## src/rtl/trace_capture.sv

```systemverilog
// Instruction trace capture: records {pc, instr} pairs into a FIFO while armed.
// Capture stops on an explicit stop pulse or when the halt instruction is seen.
module trace_capture #(
    parameter int unsigned DEPTH      = 16,
    parameter logic [31:0] HALT_INSTR = 32'h1000FFFF
) (
    input  logic                     clk,
    input  logic                     reset,
    input  logic                     start,
    input  logic                     stop,
    input  logic [31:0]              pc_in,
    input  logic [31:0]              instr_in,
    output logic                     out_valid,
    input  logic                     out_ready,
    output logic [63:0]              out_data,
    output logic                     capturing,
    output logic                     halted,
    output logic                     overflow,
    output logic [15:0]              drop_count,
    output logic [$clog2(DEPTH):0]   entry_count
);

    localparam int unsigned AW = $clog2(DEPTH);
    localparam int unsigned CW = AW + 1;

    typedef enum logic [1:0] {IDLE, CAPTURE, HALTED} state_t;

    state_t         state, state_next;
    logic           push, clear_stats;
    logic           full, pop, wr_en, drop;
    logic [AW-1:0]  wr_ptr, rd_ptr;
    logic [63:0]    mem [DEPTH];

    always_ff @(posedge clk) begin
        if (reset) state <= IDLE;
        else       state <= state_next;
    end

    always_comb begin
        state_next  = state;
        push        = 1'b0;
        clear_stats = 1'b0;
        case (state)
            IDLE: begin
                if (start) begin
                    state_next  = CAPTURE;
                    clear_stats = 1'b1;
                end
            end
            CAPTURE: begin
                // stop takes priority over a halt match in the same cycle
                if (stop) begin
                    state_next = IDLE;
                end else begin
                    push = 1'b1;
                    if (instr_in == HALT_INSTR) state_next = HALTED;
                end
            end
            HALTED: begin
                if (stop) begin
                    state_next = IDLE;
                end else if (start) begin
                    state_next  = CAPTURE;
                    clear_stats = 1'b1;
                end
            end
            default: state_next = IDLE;
        endcase
    end

    assign capturing = (state == CAPTURE);
    assign halted    = (state == HALTED);

    assign out_valid = (entry_count != '0);
    assign full      = (entry_count == CW'(DEPTH));
    assign pop       = out_valid && out_ready;
    // a pop frees the slot the full-FIFO push lands in on the same edge
    assign wr_en     = push && (!full || pop);
    assign drop      = push && full && !pop;
    assign out_data  = out_valid ? mem[rd_ptr] : '0;

    always_ff @(posedge clk) begin
        if (wr_en) mem[wr_ptr] <= {pc_in, instr_in};
    end

    always_ff @(posedge clk) begin
        if (reset) begin
            wr_ptr      <= '0;
            rd_ptr      <= '0;
            entry_count <= '0;
        end else begin
            if (wr_en) wr_ptr <= wr_ptr + AW'(1);
            if (pop)   rd_ptr <= rd_ptr + AW'(1);
            case ({wr_en, pop})
                2'b10:   entry_count <= entry_count + CW'(1);
                2'b01:   entry_count <= entry_count - CW'(1);
                default: entry_count <= entry_count;
            endcase
        end
    end

    always_ff @(posedge clk) begin
        if (reset || clear_stats) begin
            overflow   <= 1'b0;
            drop_count <= '0;
        end else if (drop) begin
            overflow <= 1'b1;
            if (drop_count != '1) drop_count <= drop_count + 16'd1;
        end
    end

endmodule
```

## config.mk

```make
export PLATFORM = sky130hd
export DESIGN_NAME = trace_capture
export DESIGN_NICKNAME = d
export VERILOG_FILES = /design/src/rtl/trace_capture.sv
export SDC_FILE = /design/constraint.sdc
export NUM_CORES = 1
export LEC_CHECK = 0
export ABC_AREA = 1
export BUFFER_PORTS_ARGS = -buffer_cell sky130_fd_sc_hd__buf_2
export CORE_MARGIN = 2
export CORE_UTILIZATION = 55
export DETAILED_ROUTE_END_ITERATION = 7
export GPL_ROUTABILITY_DRIVEN = 0
export PLACE_DENSITY = 0.72
export SYNTH_ARGS = -nofsm -noshare
export SYNTH_HDL_FRONTEND = slang
export SYNTH_SLANG_ARGS = --single-unit
```

## constraint.sdc

```tcl
create_clock -name clk -period 12.35 [get_ports clk]
set_input_delay 0.6175 -clock clk [delete_from_list [all_inputs] [get_ports clk]]
set_output_delay 0.6175 -clock clk [all_outputs]
set_load 0.05 [all_outputs]
```

# Yosys cells after proc, flatten, opt, wreduce, memory -nomap -nowiden
# Memories as Yosys holds them, arrays and structs flattened. A register that Yosys moved wholly into a read port is not among the register bits.
# Cells that the tools add are included.
# totals
ff_bits	32
mem_bits_rw	1024
inputBits	69
output_inout_bits	89
word_cells	48
mem_count	1
# classes
n_addsub	5
eq_ne	8
n_mux	16
n_reduce_logical	12
# mem_list
name	words	width	read_ports	rd_ports_with_merged_regs	wr	line	source
mem	16	64	1	1	1	32	logic [63:0] mem [DEPTH];
# op_table
op	count
two-way mux 64 bit	1
== test 32 x 29 -> 1 bit (second input constant)	1
adder 16 x 1 -> 16 bit (second input constant)	1
!= test 16 bit (second input constant)	1
case mux 5 bit (2 select lines)	1
adder 4 x 1 -> 4 bit (second input constant)	2
two-way mux 2 bit	4
two-way mux 4 bit	2
two-way mux 1 bit	6
case mux 2 bit (3 select lines)	1
adder 5 x 1 -> 5 bit (second input constant)	1
== test 5 bit (second input constant)	1
nonzero test 5 bit	1
subtractor 5 x 1 -> 5 bit (second input constant)	1
== test 2 x 1 -> 1 bit (second input constant)	2
== test 2 bit (second input constant)	2
logical AND 1 bit	4
!= test 3 x 2 -> 1 bit (second input constant)	1
zero test 1 bit	2
zero test 2 bit	1
logical OR 1 bit	2
case mux 1 bit (2 select lines)	1
AND reduction 2 bit	1
nonzero test 2 bit	1

# Logic depth before layout (Yosys ltp)
# Gate-level depths: netlist of run 1.
# depth
depth_word	6
mapped_depth	15
ltp_nobuf	15

# Least setup slack after synthesis of run 1
# OpenSTA, ideal clock, no wires.
# synth_timing
path_kind	register to register
startpoint	register entry_count[4]
endpoint	memory mem[11][0], enable pin
setup_time_ns	0.486
t_arrival_ns	4.304
required_time_ns	11.864
slack_ns	7.560
stages_incl_launch_ff	9
cell_sequence	dfxtp_1 inv_1 nand3_4 nand2_4 nand2_4 nand2_2 inv_1 nand2_1 nor2_1
# synth_via
elab_chain_cells	6
word_cells_on_any_way	8
cone_classes	1 x eq/ne; 2 x mux; 5 x reduce/logical
# synth_lines
element	line	source
start, declared	20	output logic [$clog2(DEPTH):0] entry_count
start signal, assigned	95	2'b10: entry_count <= entry_count + CW'(1);
start signal, assigned	96	2'b01: entry_count <= entry_count - CW'(1);
start signal, assigned	97	default: entry_count <= entry_count;
nonzero test 5 bit	74	assign out_valid = (entry_count != '0);
named net out_valid	13	output logic out_valid,
logical AND 1 bit	76	assign pop = out_valid && out_ready;
logical OR 1 bit	78	assign wr_en = push && (!full || pop);
logical AND 1 bit	78	
two-way mux 1 bit	83	if (wr_en) mem[wr_ptr] <= {pc_in, instr_in};
two-way mux 1 bit (not written as such)	83	
end, declared	32	
# The timed path passes the listed nets, and every way through them passes these cells.

==> impl_results.md, run 1 <==
- Standard-cell row count: 101
- Global-route wire length before repair: 157 mm
- Gr usage total: 0.266
- Die width: 280 um
- PostCTS Resize Cnt: 0
- Die H: 280 um
- Starting DRT DRC Count: 3343
- Remaining DRCs: 0
- RR Startpoint: state[1]
- Area Growth Syn to Fin: 11.4%
- Skew-Pair Late Insertion Delay: 660 ps
- Min-Delay Path Class: in -> reg
- Worst Path Required: 11730 ps
- Sum Neg Setup Slack: 0 ps
- Initial antenna violation count: 10
- Reg2Reg Setup Slack: 8770 ps
- Initial Util: 0.553
- Crit end category: primary output
- Synthesized cell area: 41800 um2
- Post-synth top cells: 1024 x edfxtp_1, 549 x nor2_1, 444 x o21ai_0
- Most frequent cell after synthesis: edfxtp_1
- Leakage: 0.0148 uW
- Net switching power: 3380 uW
- CP Data Arrival Time: 6020 ps
- Final nets: 3172
- Average cell area after synthesis: 13.9 um2
- Final wirelength: 105 mm
- Seq/Total Area, Yosys: 0.753
- DP Worst Slack: 6620 ps
- MaxCap Viol Count: 0
- Final Max Tran Viols: 0
- Final period demand of the worst path: 6630 ps
- Port buffer count: 157
- CP max-delay cell: buf_4
- Sink Count: 1060
- Total Die Area: 78200 um2
- Final ANT Viol Nets: 0
- Highest metal used: met5
- Switching share of total power: 0.341
- CP Class: reg -> out
- Final Util: 0.616
- H-tree depth: 3
- Register bit total from synthesis: 1060
- Root Buffer Master: clkbuf_16
- Filler cells: 5450
- M1 wire length: 41.4 mm
- Logic pwr share: 0.262
- Vias per cell: 6.43
- Clock slew at reported path FFs: 60 ps
- Hold Path Cell Cnt: 2
- CTS Buf Count: 103
- Biggest area consumer among synthesized cells: edfxtp_1
- RSZ-0062 raised after global routing: no
- CP peak stage delay: 950 ps
- Fmax: 151 MHz
- Final setup vio count: 0
- Io pins: 158
- Worst Tran Pin Value: 1260 ps
- Hold Buf Count CTS: 0
- Clk network pwr share: 0.331
- Cell variety after synth: 46
- Cell-internal power: 6530 uW
- Final setup skew: 26.7 ps
- Syn nets: 3095
- Most common cell on crit path: buf_4
- Post-Syn Instances: 3018
- Post-CTS Setup Bufs: 0
- Max-slew headroom: 0.157
- Synth Warn #: 0
- Layout cells sized above 1: 0.119
- Vias in the first global route: 26100
- Hold EP: state[0]
- Hold slack: 181 ps
- CP Cell Sequence: buf_4, buf_4, buf_4, o21ai_0, o221ai_1, nand3_1, a21oi_1, buf_2
- Core region area: 75600 um2
- Worst hold start: reset
- Async SR Flop Fraction: 0
- Drt pass-1 iters: 6
- CTS tree: yes
- Number of flops mapped to enable cells by yosys: 1024
- Routed via count: 26800
- Type of origin of the critical path: flip-flop
- Most used DFF post-synth: edfxtp_1
- Worst R2R End: mem[15][1]
- Area share of the largest cell type after synthesis: 0.736
- Pwr per Cell Area: 213 nW/um2
- Largest net degree at the start of global routing: 274
- Drt wl/cell: 25.3 um
- DP HPWL: 50.4 mm
- R2R cell count: 8
- Synth top area cells: edfxtp_1 74%, o21ai_0 5.3%, nor2_1 4.9%
- Status: complete, no violations
- Final hold violations: 0
- CTS max path bufs: 3
- Met3 wire length: 10.1 mm
- WL met2: 50.4 mm
- Max VDD drop: 0.220 mV
- CP Max Fanout: 116
- PnR worst setup slack: 5720 ps
- Fin crit share: 0.537
- Total gr overflow: 0
- Sequential power share: 0.407
## critical path: cells and delay by family (launching register included)
family / cells / cell delay [ps]
DFF: 1 / 790
buffers and inverters: 4 / 3160
AOI/OAI and AO/OA: 3 / 1000
and+or+nand+nor: 1 / 120
## flip-flops by register name (all words and copies together), names as in the netlist, named ones only
signal / flops
drop_count: 16
entry_count: 5
mem: 1024
overflow: 1
rd_ptr: 4
state: 2
wr_ptr: 4
## per-stage QoR
step                total power (uW)  cell area [um2]  std cells
finish                          9920            46600       4165
global route                   10300            46600       4164
CTS                             9930            46500       4162
detailed placement              6680            43000       3968
global placement                6610            43000       3968
floorplan                       6050            41800       3018
## worst max-delay path by stage
| stage | from | endpoint | slack (ps) |
|---|---|---|---|
| 3_3_place_gp | flip-flop | out_data[49] | 6920 |
| 5_1_grt | flip-flop | out_data[49] | 5520 |
| 3_5_place_dp | flip-flop | out_data[49] | 6620 |
| 6_report | flip-flop | out_data[49] | 5720 |
| 4_1_cts | flip-flop | out_data[49] | 5940 |
| 2_1_floorplan | entry_count[4] | mem[11][0] | 7560 |
## cells in the final DEF (no fill, tap or decap), drive strengths merged
cell type / instances
dfxtp: 36
inv: 50
ha: 8
diode: 3
bufinv: 20
edfxtp: 1024
clkinvlp: 4
clkbuf: 132
o211ai: 70
o22ai: 68
nand3: 80
nand4: 13
o21a: 1
a211oi: 2
o211a: 1
o21ai: 525
o221ai: 188
nor3: 4
nand2: 60
nor2: 558
or2: 4
buf: 190
nand3b: 1
nor3b: 1
nor4: 7
clkinv: 38
xnor2: 4
a21oi: 90
xor2: 5
## kinds of logic after synthesis
kind of cell	share of synthesized area
AOI/OAI and AO/OA	0.137
xor gates and xnor gates	0.00189
adders and majority gates	0.00239
buffers and inverters	0.0341
DFF	0.753
and+or+nand+nor	0.0720
## power by group through the flow
| stage | combinational [uW] | sequential, uW | clock (uW) |
|---|---|---|---|
| 2_1_floorplan | 1960 | 4090 | 0 |
| 3_3_place_gp | 2500 | 4110 | 0 |
| 3_5_place_dp | 2570 | 4110 | 0 |
| 4_1_cts | 2580 | 4040 | 3310 |
| 5_1_grt | 2790 | 4040 | 3450 |
| 6_report | 2600 | 4040 | 3280 |
## layout make-up
class,instances,area (um2),area share
Sequential cell,1060,31500,0.676
Multi-Input combinational cell,1690,9030,0.194
Clock buffer,132,2710,0.0582
Tap cell,978,1220,0.0263
Timing Repair Buffer,190,1050,0.0225
Clock inverter,62,850,0.0182
Inverter,50,209,0.00449
Antenna cell,3,7.51,0.000161
## metal layers
layer,track usage,vias up
li1,-,11700
met1,0.370,13300
met2,0.426,1470
met3,0.0468,239
met4,0.0964,16
met5,0,-
No activity file was read; power rests on OpenSTA's default activity.
==> inputs of run 2 (changes only) <==
ABC_AREA = 0   (was 1)
clock period = 6.3 ns   (was 12.35 ns; I/O delays follow)
==> impl_results.md, run 2 <==
- Biggest area consumer among synthesized cells: edfxtp_1
- Area Growth Syn to Fin: 12.9%
- Vias per cell: 6.26
- Hold slack: 32.3 ps
- Switching share of total power: 0.287
- Core region area: 73200 um2
- Type of origin of the critical path: flip-flop
- Min-Delay Path Class: in -> reg
- Routed via count: 18700
- Logic pwr share: 0.203
- Reg2Reg Setup Slack: 2780 ps
- Net switching power: 5000 uW
- CP Class: reg -> out
- Leakage: 0.0143 uW
- Final nets: 2018
- Average cell area after synthesis: 23.7 um2
- Max VDD drop: 0.316 mV
- Regs by FF count: mem x1024, drop_count x16, entry_count x5
- Port buffer count: 157
- Final setup vio count: 0
- R2R cell count: 5
- Sum Neg Setup Slack: 0 ps
- Placed Instance Area: 42700 um2
- Number of flops mapped to enable cells by yosys: 1024
- Largest Register: mem
- Remaining DRCs: 0
- Post-Syn Instances: 1721
- Worst Path Required: 5980 ps
- Final Util: 0.630
- Async SR Flop Fraction: 0
- Root Buffer Master: clkbuf_16
- Register bit total from synthesis: 1060
- MaxCap Viol Count: 0
- Total gr overflow: 0
- Skew-Pair Late Insertion Delay: 660 ps
- Final hold violations: 0
- Syn nets: 1798
- Final wirelength: 84.0 mm
- Global-route wire length before repair: 126 mm
- Drt pass-1 iters: 5
- Status: complete, no violations
- Sequential power share: 0.454
- Fmax: 242 MHz
- Io pins: 158
- Initial Util: 0.558
- Die H: 277 um
- Synth Warn #: 0
- Sink Count: 1060
- Fin crit share: 0.655
- Pwr per Cell Area: 378 nW/um2
- Synthesized cell area: 40800 um2
- DP HPWL: 43.1 mm
- Commonest non-fill, non-tap cell in the layout: edfxtp_1
- Cell-internal power: 12400 uW
- Area share of the largest cell type after synthesis: 0.753
- CP Data Arrival Time: 3810 ps
- Filler cells: 4788
- H-tree depth: 3
- Clk network pwr share: 0.343
- Synth top area cells: edfxtp_1 75%, mux4_2 18%, dfxtp_1 1.8%
- Layout cells sized above 1: 0.339
- CTS Buf Count: 104
- RR Startpoint: state[1]
- Most frequent cell after synthesis: edfxtp_1
- Commonest cells after routing, fill and taps aside: 1024 x edfxtp_1, 320 x mux4_2, 157 x buf_2
- Worst R2R End: mem[15][30]
- Fin area: 46100 um2
- Final Max Tran Viols: 0
- Drt wl/cell: 28.1 um
- Die width: 277 um
- CTS max path bufs: 3
- RSZ-0062 raised after global routing: no
- Most used DFF post-synth: edfxtp_1
- CP Max Fanout: 46
- Clock slew at reported path FFs: 60 ps
- Final period demand of the worst path: 4120 ps
- Crit end category: primary output
- Final setup skew: 16.9 ps
- Vias in the first global route: 19400
- Cell variety after synth: 49
- Initial antenna violation count: 10
- Largest net degree at the start of global routing: 92
- Worst Tran Pin Value: 1090 ps
- Crit path to: out_data[1]
- Total Die Area: 76500 um2
- Standard-cell row count: 99
- Starting DRT DRC Count: 1932
- CTS tree: yes
- Post-synth top cells: 1024 x edfxtp_1, 320 x mux4_2, 65 x and2_1
- Max reg flops: 1024
- Final ANT Viol Nets: 0
- Gr usage total: 0.223
- Hold Path Cell Cnt: 1
- Max-slew headroom: 0.271
- Seq/Total Area, Yosys: 0.770
## run 2: changes by cell type after synthesis, sizes merged, moves of 10 or more
cell	delta
o21ai	-521
nor2	-515
mux4	+320
o221ai	-188
a21oi	-78
clkbuf	-75
nand3	-72
o211ai	-70
o22ai	-68
and2	+65
buf	-56
nand2	-47
inv	-41
xnor2	+10
## run 2: routing by layer
metal | wire length (um) | vias to the layer above | GRT usage
met3 | 5480 | 134 | 0.0348
met1 | 33600 | 10100 | 0.312
met5 | 52 | - | 0
met4 | 1600 | 10 | 0.0552
li1 | - | 7784 | -
met2 | 43300 | 715 | 0.375
## run 2: cell families (layout without fill, tap and decap cells)
family	after synthesis	after routing	synth area share
mux	324	324	0.177
buf+inv	96	399	0.0142
other cells	0	4	0
xor+xnor	20	20	0.00429
compound gates	34	34	0.00634
simple gates	179	179	0.0248
flops	1060	1060	0.770
fa+ha+maj	8	8	0.00245
## run 2: how the worst min path moves through the flow
stage          startpoint  slack (ps)         end
6_report        pc_in[18]          30  mem[6][50]
5_1_grt          pc_in[7]          20  mem[0][39]
4_1_cts          pc_in[7]         0.2  mem[2][39]
3_5_place_dp     overflow         430    overflow
3_3_place_gp     overflow         440    overflow
2_1_floorplan        stop         390    state[1]
## run 2: power by group through the flow
stage | Combinational (uW) | Sequential [uW] | Clock [uW]
finish | 3540 | 7900 | 5970
global route | 3740 | 7920 | 6350
CTS | 3610 | 7910 | 6080
detailed placement | 3590 | 8060 | 0
global placement | 3560 | 8060 | 0
floorplan | 2810 | 8010 | 0
## run 2: worst max-delay path, cell delays in order, from the launching register on
cell and delay (ps):
dfxtp_4 990, buf_4 610, mux4_2 580, mux4_2 520
and2_1 180, buf_2 210
## run 2: cell type report
| cell class | count | area [um2] | area share |
|---|---|---|---|
| antenna | 4 | 10.0 | 0.000217 |
| clock buffer | 128 | 2710 | 0.0588 |
| clock inverter | 61 | 578 | 0.0125 |
| inverter | 9 | 33.8 | 0.000733 |
| multi-input combinational | 565 | 8910 | 0.193 |
| sequential | 1060 | 31500 | 0.683 |
| tap | 959 | 1200 | 0.0260 |
| timing repair buffer | 201 | 1190 | 0.0258 |
## run 2: repair_timing
item	in CTS	in global routing
hold buffers	9	0
buffers inserted	0	0
resized for setup	0	0
hold endpoints to repair	26	0
## run 2: through the flow
stage                     setup slack, ps  power (uW)  cells
after floorplan                      7.31       10800   1721
after global placement               2760       11600   2785
after detailed placement             2680       11700   2785
after CTS                            2030       17600   2983
after global routing                 1920       18000   2985
final                                2180       17400   2987
